### config.mk
export PLATFORM = sky130hd
export DESIGN_NAME = flit_source_flat
export DESIGN_NICKNAME = d
export VERILOG_FILES = /design/src/rtl/flit_source_if.sv /design/src/rtl/flit_source.sv /design/src/flat_wrapper.sv
export SDC_FILE = /design/constraint.sdc
export NUM_CORES = 1
export LEC_CHECK = 0
export CORE_AREA = 2 2 126 115
export DETAILED_ROUTE_END_ITERATION = 10
export DIE_AREA = 0 0 128 117
export GPL_TIMING_DRIVEN = 0
export PLACE_DENSITY = 0.89
export SYNTH_ARGS = -nofsm -noshare
export SYNTH_HDL_FRONTEND = slang
export SYNTH_SLANG_ARGS = --single-unit
### constraint.sdc
create_clock -name clk -period 12.4 [get_ports clk]
set_input_delay 2.48 -clock clk [delete_from_list [all_inputs] [get_ports clk]]
set_output_delay 2.48 -clock clk [all_outputs]
set_load 0.02 [all_outputs]
### src/rtl/flit_source_if.sv
// Packet request channel into flit_source.
// Handshake: the requester holds req_valid and the req_* fields steady until the
// cycle in which req_valid & req_ready are both high; the request is taken on that
// rising clock edge. req_ready never depends combinationally on req_valid.
interface flit_source_if #(
  parameter int vc_idx_width     = 3,
  parameter int route_info_width = 14,
  parameter int plw              = 2
);
  logic                        req_valid;
  logic                        req_ready;
  logic [vc_idx_width-1:0]     req_vc;
  logic [route_info_width-1:0] req_route;
  logic [plw-1:0]              req_length;

  modport master (
    output req_valid,
    output req_vc,
    output req_route,
    output req_length,
    input  req_ready
  );

  modport slave (
    input  req_valid,
    input  req_vc,
    input  req_route,
    input  req_length,
    output req_ready
  );
endinterface

### src/rtl/flit_source.sv
// Credit-based packet injector: takes one packet request at a time and serializes
// it as a head flit plus N payload flits onto the router input channel, spending
// one downstream credit per flit and collecting credit returns from flow_ctrl.
module flit_source #(
  parameter int num_vcs            = 8,
  parameter int buffer_size        = 64,
  parameter int flit_data_width    = 64,
  parameter int max_payload_length = 4,
  parameter int min_payload_length = 1,
  parameter int route_info_width   = 14,
  parameter int router_addr_width  = 4,
  parameter int pkt_cnt_width      = 32,
  localparam int vc_idx_width   = (num_vcs > 1) ? $clog2(num_vcs) : 1,
  localparam int plw            = (max_payload_length - min_payload_length + 1 > 1) ?
                                  $clog2(max_payload_length - min_payload_length + 1) : 1,
  localparam int chan_w         = 3 + vc_idx_width + flit_data_width,
  localparam int credits_per_vc = buffer_size / num_vcs,
  localparam int crw            = $clog2(credits_per_vc + 1)
) (
  input  logic                           clk,
  input  logic                           reset,
  input  logic [router_addr_width-1:0]   router_address,
  flit_source_if.slave                   req,
  output logic [0:chan_w-1]              channel,
  input  logic [vc_idx_width:0]          flow_ctrl,
  output logic [pkt_cnt_width-1:0]       pkt_cnt,
  output logic                           error,
  output logic [1:0]                     state_dbg,
  output logic [num_vcs*crw-1:0]         credit_dbg
);

  localparam int len_w = $clog2(max_payload_length + 1);

  typedef enum logic [1:0] {
    S_IDLE = 2'd0,
    S_HEAD = 2'd1,
    S_BODY = 2'd2
  } state_t;

  state_t                      state_q, state_n;
  logic [vc_idx_width-1:0]     vc_q, vc_n;
  logic [route_info_width-1:0] route_q, route_n;
  logic [plw-1:0]              code_q, code_n;
  logic [len_w-1:0]            left_q, left_n;
  logic [crw-1:0]              credit_q [num_vcs];
  logic [crw-1:0]              credit_n [num_vcs];
  logic                        flit_valid_q, flit_valid_n;
  logic                        flit_head_q, flit_head_n;
  logic [vc_idx_width-1:0]     flit_vc_q, flit_vc_n;
  logic [flit_data_width-1:0]  flit_data_q, flit_data_n;
  logic [pkt_cnt_width-1:0]    pkt_cnt_q, pkt_cnt_n;
  logic                        error_q, error_n;

  logic                        accept;
  logic                        issue;
  logic                        last;
  logic                        len_illegal;
  logic [plw-1:0]              code_legal;
  logic [len_w-1:0]            req_flits;
  logic [flit_data_width-1:0]  head_data;
  logic [flit_data_width-1:0]  payload_data;
  logic                        credit_valid;
  logic [vc_idx_width-1:0]     credit_vc;
  logic [num_vcs-1:0]          ovf_hit;
  logic                        link_active;

  assign credit_valid = flow_ctrl[vc_idx_width];
  assign credit_vc    = flow_ctrl[vc_idx_width-1:0];

  // Oversized length codes are flagged and clamped to the longest legal packet.
  assign len_illegal = (32'(req.req_length) > 32'(max_payload_length - min_payload_length));
  assign code_legal  = len_illegal ? plw'(max_payload_length - min_payload_length) : req.req_length;
  assign req_flits   = len_w'(code_legal) + len_w'(min_payload_length);

  // Head carries route in the top bits then the length code; payload carries
  // the source address in the low bits with the packet number above it.
  assign head_data    = flit_data_width'({route_q, code_q}) << (flit_data_width - route_info_width - plw);
  assign payload_data = flit_data_width'({pkt_cnt_q, router_address});

  assign req.req_ready = (state_q == S_IDLE);

  // Packet sequencing: accept a request, then one flit per cycle whenever the VC has credit.
  always_comb begin
    state_n     = state_q;
    vc_n        = vc_q;
    route_n     = route_q;
    code_n      = code_q;
    left_n      = left_q;
    accept      = 1'b0;
    issue       = 1'b0;
    last        = 1'b0;
    flit_head_n = 1'b0;
    unique case (state_q)
      S_IDLE: begin
        if (req.req_valid) begin
          accept  = 1'b1;
          vc_n    = req.req_vc;
          route_n = req.req_route;
          code_n  = code_legal;
          left_n  = req_flits;
          state_n = S_HEAD;
        end
      end
      S_HEAD: begin
        if (credit_q[vc_q] != '0) begin
          issue       = 1'b1;
          flit_head_n = 1'b1;
          state_n     = S_BODY;
        end
      end
      S_BODY: begin
        if (credit_q[vc_q] != '0) begin
          issue  = 1'b1;
          left_n = left_q - len_w'(1);
          if (left_q == len_w'(1)) begin
            last    = 1'b1;
            state_n = S_IDLE;
          end
        end
      end
      default: state_n = S_IDLE;
    endcase
    flit_valid_n = issue;
    flit_vc_n    = issue ? vc_q : '0;
    if (!issue)
      flit_data_n = '0;
    else if (flit_head_n)
      flit_data_n = head_data;
    else
      flit_data_n = payload_data;
    pkt_cnt_n = last ? pkt_cnt_q + pkt_cnt_width'(1) : pkt_cnt_q;
  end

  // Per-VC credit arithmetic: issue spends, return refunds, both on one VC cancel out.
  always_comb begin
    ovf_hit = '0;
    for (int v = 0; v < num_vcs; v++) begin
      credit_n[v] = credit_q[v];
      if (credit_valid && credit_vc == vc_idx_width'(v)) begin
        if (issue && vc_q == vc_idx_width'(v))
          credit_n[v] = credit_q[v];
        else if (credit_q[v] == crw'(credits_per_vc))
          ovf_hit[v] = 1'b1;
        else
          credit_n[v] = credit_q[v] + crw'(1);
      end else if (issue && vc_q == vc_idx_width'(v)) begin
        credit_n[v] = credit_q[v] - crw'(1);
      end
    end
  end

  assign error_n = error_q | (|ovf_hit) | (accept & len_illegal);

  // State, packet context, credits and the registered channel flit.
  always_ff @(posedge clk or posedge reset) begin
    if (reset) begin
      state_q      <= S_IDLE;
      vc_q         <= '0;
      route_q      <= '0;
      code_q       <= '0;
      left_q       <= '0;
      flit_valid_q <= 1'b0;
      flit_head_q  <= 1'b0;
      flit_vc_q    <= '0;
      flit_data_q  <= '0;
      pkt_cnt_q    <= '0;
      error_q      <= 1'b0;
      for (int v = 0; v < num_vcs; v++) credit_q[v] <= crw'(credits_per_vc);
    end else begin
      state_q      <= state_n;
      vc_q         <= vc_n;
      route_q      <= route_n;
      code_q       <= code_n;
      left_q       <= left_n;
      flit_valid_q <= flit_valid_n;
      flit_head_q  <= flit_head_n;
      flit_vc_q    <= flit_vc_n;
      flit_data_q  <= flit_data_n;
      pkt_cnt_q    <= pkt_cnt_n;
      error_q      <= error_n;
      for (int v = 0; v < num_vcs; v++) credit_q[v] <= credit_n[v];
    end
  end

  // The link stays active while a packet is owed and through its final flit.
  assign link_active = (state_q != S_IDLE) | flit_valid_q;
  assign channel     = {link_active, flit_valid_q, flit_vc_q, flit_head_q, flit_data_q};
  assign pkt_cnt     = pkt_cnt_q;
  assign error       = error_q;
  assign state_dbg   = state_q;

  // Flatten the credit counters for observation.
  always_comb begin
    credit_dbg = '0;
    for (int v = 0; v < num_vcs; v++) credit_dbg[v*crw +: crw] = credit_q[v];
  end

endmodule

### src/flat_wrapper.sv
// flat-port wrapper written by rule: the top's interface ports become plain ports
module flit_source_flat 
#(
  parameter int num_vcs            = 8,
  parameter int buffer_size        = 64,
  parameter int flit_data_width    = 64,
  parameter int max_payload_length = 4,
  parameter int min_payload_length = 1,
  parameter int route_info_width   = 14,
  parameter int router_addr_width  = 4,
  parameter int pkt_cnt_width      = 32,
  localparam int vc_idx_width   = (num_vcs > 1) ? $clog2(num_vcs) : 1,
  localparam int plw            = (max_payload_length - min_payload_length + 1 > 1) ?
                                  $clog2(max_payload_length - min_payload_length + 1) : 1,
  localparam int chan_w         = 3 + vc_idx_width + flit_data_width,
  localparam int credits_per_vc = buffer_size / num_vcs,
  localparam int crw            = $clog2(credits_per_vc + 1)
)
  (clk, reset, router_address, channel, flow_ctrl, pkt_cnt, error, state_dbg, credit_dbg, req_req_valid, req_req_vc, req_req_route, req_req_length, req_req_ready);
  flit_source_if #(.vc_idx_width((3)), .route_info_width(route_info_width), .plw((2))) req_i ();
  input  logic clk;
  input  logic reset;
  input  logic [router_addr_width-1:0] router_address;
  output logic [0:chan_w-1] channel;
  input  logic [vc_idx_width:0] flow_ctrl;
  output logic [pkt_cnt_width-1:0] pkt_cnt;
  output logic error;
  output logic [1:0] state_dbg;
  output logic [num_vcs*crw-1:0] credit_dbg;
  input wire logic [$bits(req_i.req_valid)-1:0] req_req_valid;
  input wire logic [$bits(req_i.req_vc)-1:0] req_req_vc;
  input wire logic [$bits(req_i.req_route)-1:0] req_req_route;
  input wire logic [$bits(req_i.req_length)-1:0] req_req_length;
  output wire logic [$bits(req_i.req_ready)-1:0] req_req_ready;
  assign req_i.req_valid = req_req_valid;
  assign req_i.req_vc = req_req_vc;
  assign req_i.req_route = req_req_route;
  assign req_i.req_length = req_req_length;
  assign req_req_ready = req_i.req_ready;
  flit_source #(.num_vcs(num_vcs), .buffer_size(buffer_size), .flit_data_width(flit_data_width), .max_payload_length(max_payload_length), .min_payload_length(min_payload_length), .route_info_width(route_info_width), .router_addr_width(router_addr_width), .pkt_cnt_width(pkt_cnt_width)) u_core (.clk(clk), .reset(reset), .router_address(router_address), .req(req_i), .channel(channel), .flow_ctrl(flow_ctrl), .pkt_cnt(pkt_cnt), .error(error), .state_dbg(state_dbg), .credit_dbg(credit_dbg));
endmodule
==> flow_summary_export.csv, run 1 <==
group,metric,value,unit
status,status,"finished, final reports clean",
timing,hold_viol_final,0,
setup_path,critPathMostFrequentCell,"a21o_1",
pwr,max-vdd-ir-drop,0.180,mV
setup_path,cp_top_family,"buffers and inverters",
timing,setup_slack,7.67,ns
floorplan,start_util,52.7,%
setup_path,max_stage_delay,0.57,ns
timing,period_minus_slack,4.73,ns
yosys,ys_seq_elements,146,
pwr,power_density,233,mW/mm2
detailed_routing,routedWlPerCell,16.5,um
worst_hold_path,whs_endpoint,"u_core.left_q[1]$_DFFE_PP0P_",
setup_path,critPathCaptureType,"flop",
clocking,cts_hold_buf,0,
setup_path,path_buf_inv,2,
timing,setup_viol,0,
global_route,grt_max_degree,88,
placement,place_congestion,0.821,
timing,setup_tns,0,ns
setup_path,ff2ff_path_depth,7,
timing,rsz0062_at_grt,"false",
floorplan,die_y,117,um
floorplan,ioPinCount,168,
setup_path,cp_max_fo,6,
detailed_routing,drt_iter0_drc,416,
floorplan,dieWidth,128,um
floorplan,row_count,41,
worst_hold_path,min_path_cells,1,
placement,post-place-ws,7.27,ns
timing,finalClockSkew,0.00799,ns
global_route,overflow,0,
setup_path,critPathLaunchType,"input port",
timing,relSlewSlack,61.8,%
final_layout,fin_nets,874,
clocking,cts_tree,"built",
timing,tightest_slew,0.558,ns
detailed_routing,antenna_left,0,
setup_path,r2r_end,"u_core.credit_dbg[1]$_DFFE_PP0P_",
global_route,globalRouteTotalUtil,22.9,%
clocking,clk_pin_slew_worst_paths,0.06,ns
timing,min_period_over_period,38.1,%
setup_path,cp_data_arrival_time,5.08,ns
setup_path,crit_type,"in2reg",
yosys,syn_inst,629,
global_route,first_global_vias,5504,
placement,io_buffers,153,
floorplan,dieArea,0.0150,mm2
detailed_routing,dr.pass1.iters,6,
clocking,cts_resized,0,
final_layout,antenna_cells,0,
clocking,clk_latency,0.42,ns
floorplan,coreArea,0.0137,mm2
final_layout,area_growth,32.7,%
run,maxCapViolations,0,
clocking,cts_root_buf,"clkbuf_16",
detailed_routing,drc,0,
timing,fmax,212,MHz
detailed_routing,drt-vias-per-instance,5.52,
setup_path,path_cells,"clkdlybuf4s50_1, nand2_1, nor3_1, inv_1, ha_1, a21o_1, a21o_1, nand2b_1, mux2_2, mux2i_1",
worst_hold_path,hp-start,"u_core.left_q[1]$_DFFE_PP0P_",
placement,hpwl,12000,um
global_route,grt_antenna_before_repair,0,
pwr,power_leakage,0.00443,uW
yosys,yosys_warnings,0,
yosys,synthFlopType,"dfrtp_1",
global_route,grt_pass1_wl,27000,um
pwr,p_total,2240,uW
final_layout,drive_above_1_share,14.9,%
worst_hold_path,hold_class,"reg2reg",
clocking,cts.sinks,146,
setup_path,cp.required,12.75,ns
yosys,syn-cell-area,0.00724,mm2
setup_path,r2r_slack,9.82,ns
clocking,htree_levels,4,
yosys,post_synth.cell_area_avg,11.5,um2
final_layout,postLayoutCoreUtil,69.9,%
setup_path,crit_path_top_delay_cell,"clkdlybuf4s50_1",
clocking,post_cts_buffers,0,
yosys,postSynth.asyncResetShare,100,%
yosys,synth_edf_count,0,
setup_path,timing.rr.start,"u_core.credit_dbg[12]$_DFFE_PP0P_",
clocking,cts_buffer_depth,2,
yosys,ys_types,64,
yosys,yosysSeqAreaShare,50.6,%
detailed_routing,vias,5505,
timing,slew_violations,0,
detailed_routing,finalWirelength,16500,um
clocking,cts_buffers,17,
placed cells by master (no fill, tap or decap), types with 20 or more instances in the layout:
cell type / netlist / final
clkdlybuf4s50_1: 0 / 153
dfrtp_1: 138 / 138
and3_1: 54 / 54
nor2_1: 35 / 35
mux2_2: 30 / 30
xnor2_1: 29 / 29
nand2_1: 28 / 28
xor2_1: 28 / 28
ha_1: 23 / 23
inv_1: 21 / 20
nand3_1: 20 / 20
report_power, final:
| group | leakage, uW | internal, uW | switching (uW) |
|---|---|---|---|
| Combinational | 0.00228 | 482 | 531 |
| Sequential | 0.00188 | 615 | 134 |
| Clock | 0.000272 | 261 | 215 |
| Total | 0.00443 | 1360 | 879 |
registers in the layout, summed over array words and instances (netlist names):
signal	count
u_core.flit_data_q	52
u_core.credit_dbg	32
u_core.pkt_cnt	32
u_core.route_q	14
u_core.flit_vc_q	3
u_core.left_q	3
u_core.vc_q	3
u_core.code_q	2
u_core.state_dbg	2
u_core.error	1
u_core.flit_head_q	1
u_core.flit_valid_q	1
per-stage QoR:
| stage | hold slack (ns) | instances | cell area (um2) |
|---|---|---|---|
| after detailed placement | 0.480 | 966 | 9060 |
| after global routing | 0.514 | 998 | 9610 |
| after floorplan | 0.460 | 640 | 7280 |
| final | 0.492 | 998 | 9610 |
| after CTS | 0.494 | 998 | 9610 |
| after global placement | 0.473 | 965 | 9030 |
how the worst max path moves through the flow:
stage,startpoint,end,slack (ns),cells after the start
2_1_floorplan,reset,u_core.code_q[0]$_DFFE_PP0P_,6.01,1
3_3_place_gp,reset,u_core.credit_dbg[16]$_DFFE_PP0P_,4.12,2
3_5_place_dp,flow_ctrl[3],u_core.credit_dbg[19]$_DFFE_PP1P_,7.27,10
4_1_cts,u_core.state_dbg[1]$_DFFE_PP0P_,channel[0],7.66,6
5_1_grt,u_core.state_dbg[1]$_DFFE_PP0P_,channel[0],7.51,6
6_report,flow_ctrl[3],u_core.credit_dbg[19]$_DFFE_PP1P_,7.67,10
layer usage:
layer / GRT usage, % / vias up / share of wire (%)
met5: 0 / - / 0
met4: 7.99 / 0 / 1.6
met3: 4.91 / 27 / 5.6
met2: 40.4 / 181 / 51
met1: 28.4 / 2736 / 42
li1: - / 2561 / -
worst reg2reg max path, delay by kind of cell, from the launching register on:
kind / cells / cell delay, ns
simple gates: 3 / 0.90
mux: 2 / 0.78
flops: 1 / 0.46
compound gates: 1 / 0.17
buf+inv: 1 / 0.16
Yosys cell counts (4+ instances only):
| library cell | instances | area (um2) |
|---|---|---|
| a21o_1 | 9 | 67.6 |
| a21oi_1 | 19 | 95.1 |
| and2_1 | 4 | 25.0 |
| and3_1 | 54 | 338 |
| buf_4 | 17 | 128 |
| buf_6 | 4 | 45.0 |
| clkbuf_1 | 14 | 52.6 |
| dfrtp_1 | 138 | 3450 |
| dfstp_2 | 8 | 210 |
| fa_1 | 8 | 160 |
| ha_1 | 23 | 288 |
| inv_1 | 21 | 78.8 |
| mux2_2 | 30 | 338 |
| mux2_4 | 4 | 60.1 |
| mux2i_1 | 14 | 140 |
| nand2_1 | 28 | 105 |
| nand2b_1 | 6 | 37.5 |
| nand3_1 | 20 | 100 |
| nand3_2 | 4 | 40.0 |
| nand4_1 | 11 | 68.8 |
| nor2_1 | 35 | 131 |
| nor2b_1 | 9 | 56.3 |
| nor3_1 | 18 | 90.1 |
| o21ai_0 | 7 | 35.0 |
| o22ai_1 | 4 | 25.0 |
| or4b_2 | 4 | 40.0 |
| xnor2_1 | 29 | 254 |
| xor2_1 | 28 | 245 |
cell families (layout without fill, tap and decap cells):
kind of cell / Yosys count / in the layout / share of synthesized area (%)
buffers and inverters: 61 / 247 / 4.82
AO/OA/AOI/OAI: 63 / 63 / 6.10
XOR/XNOR: 57 / 57 / 6.89
AND/OR/NAND/NOR: 222 / 222 / 17.9
flip-flops: 146 / 146 / 50.6
multiplexers: 48 / 48 / 7.43
other: 1 / 12 / 0.0518
adder cells (fa/ha/maj): 31 / 31 / 6.19
final cells by class:
class | instances | area [um2]
timing repair buffer | 154 | 1560
clock buffer | 17 | 425
fill | 1000 | 4140
multi-input combinational | 433 | 3270
inverter | 21 | 83.8
tap | 172 | 215
clock inverter | 15 | 121
sequential | 146 | 3660
buffer | 40 | 270
Power figures use the tool's default switching activity.
==> run 2, diff against run 1 <==
Settings changed: CORE_AREA 2 2 126 115 to 2 2 136 125, DIE_AREA 0 0 128 117 to 0 0 138 127, PLACE_DENSITY 0.89 to 0.81.
Clock period 12.4 ns to 3.9 ns, I/O delays scaled along.
==> flow_summary_export.csv, run 2 (same netlist as run 1, synthesis figures left out) <==
group,metric,value,unit
status,status,"finished, final reports clean",
detailed_routing,vias,5425,
setup_path,crit_path_start,"flow_ctrl[3]",
final_layout,stdcell_count,1036,
clocking,cts_buffer_depth,2,
worst_hold_path,min_path_cells,1,
global_route,overflow,0,
final_layout,fin_nets,877,
floorplan,dieWidth,138,um
timing,fmax,330,MHz
detailed_routing,drt_iter0_drc,284,
detailed_routing,drt-vias-per-instance,5.24,
final_layout,fill_cells,1283,
setup_path,crit_type,"in2reg",
pwr,net-switching-power,2790,uW
clocking,cts_tree,"built",
setup_path,crit_path_top_delay_cell,"clkdlybuf4s50_1",
clocking,post_cts_buffers,0,
timing,slew_violations,0,
timing,tightest_slew,0.642,ns
clocking,cts_hold_buf,0,
setup_path,cp_max_fo,6,
pwr,power_density,738,mW/mm2
final_layout,postLayoutCoreUtil,60.9,%
setup_path,r2r_slack,1.34,ns
detailed_routing,antenna_left,0,
pwr,internal-power,4390,uW
final_layout,drive_above_1_share,15.1,%
worst_hold_path,hold_class,"reg2reg",
clocking,clk_latency,0.43,ns
final_layout,layout_common_cells,"clkdlybuf4s50_1, dfrtp_1, and3_1, nor2_1, mux2_2",
setup_path,max_stage_delay,0.58,ns
timing,hold_viol_final,0,
setup_path,ff2ff_path_depth,7,
clocking,htree_levels,4,
worst_hold_path,hp-start,"u_core.left_q[1]$_DFFE_PP0P_",
pwr,netSwitchingFraction,38.9,%
setup_path,critPathLaunchType,"input port",
pwr,p_total,7180,uW
final_layout,area_growth,34.4,%
setup_path,cp.required,4.25,ns
floorplan,ioPinCount,168,
detailed_routing,drc,0,
floorplan,start_util,45.4,%
floorplan,die_y,127,um
setup_path,cp_data_arrival_time,3.38,ns
detailed_routing,dr.pass1.iters,4,
final_layout,regMostFlops,"u_core.flit_data_q",
timing,rsz0062_at_grt,"false",
timing,setup_tns,0,ns
global_route,globalRouteTotalUtil,19.2,%
setup_path,worst-path-stages,10,
pwr,clockPowerShare,22.1,%
timing,min_period_over_period,77.7,%
timing,relSlewSlack,57.2,%
placement,hpwl,12200,um
clocking,cts.sinks,146,
setup_path,critPathCaptureType,"flop",
setup_path,timing.rr.start,"u_core.credit_dbg[12]$_DFFE_PP0P_",
run,maxCapViolations,0,
setup_path,critPathMostFrequentCell,"a21o_1",
global_route,grt_pass1_wl,27100,um
global_route,grt_antenna_before_repair,0,
timing,setup_viol,0,
timing,finalClockSkew,0.00644,ns
timing,period_minus_slack,3.03,ns
pwr,max-vdd-ir-drop,0.557,mV
detailed_routing,routedWlPerCell,15.9,um
pwr,power_frac_seq,33.1,%
final_layout,antenna_cells,0,
detailed_routing,finalWirelength,16400,um
global_route,grt_max_degree,44,
clocking,cts_root_buf,"clkbuf_16",
pwr,pwr-share-comb,44.8,%
placement,place_congestion,0.780,
final_layout,mostFrequentLayoutCell,"clkdlybuf4s50_1",
setup_path,path_cells,"clkdlybuf4s50_1, nand2_1, nor3_1, inv_1, ha_1, a21o_1, a21o_1, nand2b_1, mux2_2, mux2i_1",
final_layout,largest_reg_flops,52,
clocking,cts_resized,0,
placement,dpl.cell_count,1004,
global_route,first_global_vias,5322,
floorplan,dieArea,0.0175,mm2
placement,io_buffers,153,
setup_path,path_buf_inv,2,
clocking,cts_buffers,17,
pwr,power_leakage,0.00446,uW
clocking,clk_pin_slew_worst_paths,0.06,ns
setup_path,cp_top_family,"buffers and inverters",
floorplan,row_count,44,
floorplan,coreArea,0.0160,mm2
## run 2: changes by cell type in the layout (fill, tap and decap cells not counted), sizes merged
cell	change
buf	+3
bufinv	+1
clkbuf	+1
clkinv	-3
clkinvlp	+2
inv	-1
## run 2: layer usage
metal  share of wire [%]  routed length [um]  global-route usage (%)  up-vias
li1                    -                   -                       -     2564
met1                  44                7290                    25.0     2672
met2                  49                8070                    31.7      169
met3                 5.4                 884                    5.13       20
met4                 1.2                 201                    6.00        0
met5                   0                   0                       0        -
## run 2: area by class of cell
cell class | instances | area, um2 | share of cell area, %
buffer | 40 | 270 | 2.78
sequential | 146 | 3660 | 37.7
multi-input combinational | 433 | 3270 | 33.6
clock buffer | 18 | 429 | 4.41
tap | 207 | 259 | 2.66
timing repair buffer | 157 | 1610 | 16.6
clock inverter | 14 | 143 | 1.47
inverter | 21 | 82.6 | 0.849
## run 2: path summary, 6_finish.rpt
path	end
worst max-delay path	u_core.credit_dbg[19]$_DFFE_PP1P_
max in group asynchronous	u_core.flit_data_q[22]$_DFF_PP0_
min in group asynchronous	u_core.credit_dbg[20]$_DFFE_PP0P_
worst max register to register	u_core.credit_dbg[1]$_DFFE_PP0P_
worst min register to register	u_core.left_q[1]$_DFFE_PP0P_
worst min-delay path	u_core.left_q[1]$_DFFE_PP0P_
## run 2: stage by stage
stage / hold WS (ns) / instance area (um2) / worst slack [ns]
6_report: 0.488 / 9730 / 0.869
5_1_grt: 0.513 / 9730 / 0.587
4_1_cts: 0.492 / 9730 / 0.871
3_5_place_dp: 0.475 / 9160 / 0.472
3_3_place_gp: 0.470 / 9080 / 0.00449
2_1_floorplan: 0.460 / 7290 / 1.19
## run 2: power by group through the flow
stage	clock network, uW	logic (uW)	registers [uW]
after CTS	1610	3230	2370
final	1590	3210	2380
after floorplan	0	1780	2640
after global routing	1690	3510	2450
after global placement	0	3110	2380
after detailed placement	0	3210	2400
==> run 3, diff against run 2 <==
Settings changed: CORE_AREA 2 2 136 125 to 2 2 129 119, DIE_AREA 0 0 138 127 to 0 0 131 121, PLACE_DENSITY 0.81 to 0.85.
Clock period 3.9 ns to 2.8 ns, I/O delays scaled along.
==> flow_summary_export.csv, run 3 (same netlist as run 1, synthesis figures left out) <==
group,metric,value,unit
status,status,"finished, final reports clean",
timing,finalClockSkew,0.00668,ns
detailed_routing,antenna_left,0,
final_layout,stdcell_count,1025,
timing,setup_tns,0,ns
final_layout,drive_above_1_share,15.2,%
floorplan,die_y,121,um
placement,dpl.cell_count,994,
timing,worst_hold_slack,0.497,ns
clocking,clk_pin_slew_worst_paths,0.06,ns
setup_path,crit_type,"reg2out",
clocking,cts_resized,0,
detailed_routing,drt_iter0_drc,300,
detailed_routing,vias,5500,
setup_path,critPathCaptureType,"primary output",
global_route,grt_antenna_before_repair,0,
clocking,cts.sinks,146,
global_route,grt_max_degree,45,
global_route,globalRouteTotalUtil,22.0,%
timing,tightest_slew,0.730,ns
timing,setup_viol,0,
setup_path,crit_path_top_delay_cell,"clkdlybuf4s50_1",
clocking,post_cts_buffers,0,
placement,place_congestion,0.815,
setup_path,critPathLaunchType,"flop",
detailed_routing,finalWirelength,16700,um
final_layout,fin_nets,875,
timing,min_period_over_period,95.7,%
clocking,cts_buffers,17,
global_route,overflow,0,
placement,hpwl,11800,um
floorplan,dieWidth,131,um
timing,hold_viol_final,0,
detailed_routing,drt-vias-per-instance,5.37,
clocking,cts_root_buf,"clkbuf_16",
timing,slew_violations,0,
final_layout,area_growth,33.9,%
clocking,cts_buffer_depth,2,
clocking,cts_tree,"built",
final_layout,antenna_cells,0,
detailed_routing,drc,0,
floorplan,start_util,50.1,%
setup_path,cp_top_family,"buffers and inverters",
placement,dpl_cell_area,0.00913,mm2
setup_path,cp.required,2.24,ns
timing,relSlewSlack,51.2,%
worst_hold_path,hold_class,"reg2reg",
global_route,first_global_vias,5446,
detailed_routing,dr.pass1.iters,5,
floorplan,dieArea,0.0159,mm2
setup_path,cp_max_fo,11,
clocking,clk_latency,0.43,ns
timing,period_minus_slack,2.68,ns
timing,rsz0062_at_grt,"false",
final_layout,mostFrequentLayoutCell,"clkdlybuf4s50_1",
pwr,power_leakage,0.00445,uW
floorplan,row_count,42,
clocking,cts_hold_buf,0,
floorplan,ioPinCount,168,
run,maxCapViolations,0,
final_layout,regMostFlops,"u_core.flit_data_q",
final_layout,layout_common_cells,"clkdlybuf4s50_1, dfrtp_1, and3_1, nor2_1, mux2_2",
clocking,htree_levels,4,
setup_path,path_cells,"inv_1, ha_1, nand2b_1, buf_4, clkdlybuf4s50_1",
detailed_routing,routedWlPerCell,16.3,um
placement,io_buffers,153,
setup_path,path_buf_inv,3,
setup_path,max_stage_delay,0.54,ns
timing,fmax,373,MHz
pwr,power_density,1030,mW/mm2
floorplan,coreArea,0.0145,mm2
final_layout,design_area,0.00970,mm2
pwr,max-vdd-ir-drop,0.711,mV
setup_path,cp_data_arrival_time,2.12,ns
final_layout,largest_reg_flops,52,
global_route,grt_pass1_wl,27200,um
run 3: path summary, 6_finish.rpt:
check	startpoint	to	slack [ns]	depth (start not counted)
hold / removal	u_core.route_q[6]$_DFFE_PP0P_	u_core.route_q[6]$_DFFE_PP0P_	0.50	1
setup / recovery	u_core.state_dbg[1]$_DFFE_PP0P_	channel[0]	0.12	5
setup reg to reg	u_core.credit_dbg[12]$_DFFE_PP0P_	u_core.credit_dbg[1]$_DFFE_PP0P_	0.27	7
min in group asynchronous	reset	u_core.flit_data_q[8]$_DFF_PP0_	0.60	2
max in group asynchronous	reset	u_core.credit_dbg[15]$_DFFE_PP1P_	1.25	4
hold reg to reg	u_core.route_q[6]$_DFFE_PP0P_	u_core.route_q[6]$_DFFE_PP0P_	0.50	1
run 3: area by class of cell:
class | count | area (um2)
flip-flops and latches | 146 | 3660
clock inverters | 15 | 144
well taps | 198 | 248
inverters | 21 | 82.6
multi-input cells | 433 | 3270
fillers | 1113 | 4760
repair buffers | 156 | 1590
clock buffers | 17 | 425
plain buffers | 39 | 267
run 3: routing by layer:
| layer | part of all wire [%] | global-route usage (%) | up-vias |
|---|---|---|---|
| li1 | - | - | 2560 |
| met3 | 5.3 | 4.45 | 38 |
| met5 | 0 | 0 | - |
| met2 | 50 | 36.8 | 195 |
| met1 | 42 | 28.0 | 2707 |
| met4 | 2.5 | 8.58 | 0 |
run 3: per-stage QoR:
stage,util [%],total power (uW),setup slack [ns]
floorplan,-,6160,0.311
global placement,62.7,7640,-0.861
detailed placement,63.1,7800,-0.396
CTS,67.1,10000,0.0239
global route,67.1,10600,0.0183
finish,67.1,9980,0.121
run 3: report_power, final:
group	switching, uW	internal, uW	total [uW]	leakage [uW]
Combinational	2340	2130	4470	0.00229
Clock	953	1240	2200	0.000273
Sequential	589	2720	3310	0.00188
run 3: worst reg2reg max path, stage by stage, from the launching register on:
cell,delay [ns]
dfrtp_1,0.47
nor3_1,0.28
a22oi_1,0.16
or3_1,0.40
buf_6,0.16
nand3b_1,0.15
mux2i_1,0.42
mux2_2,0.38
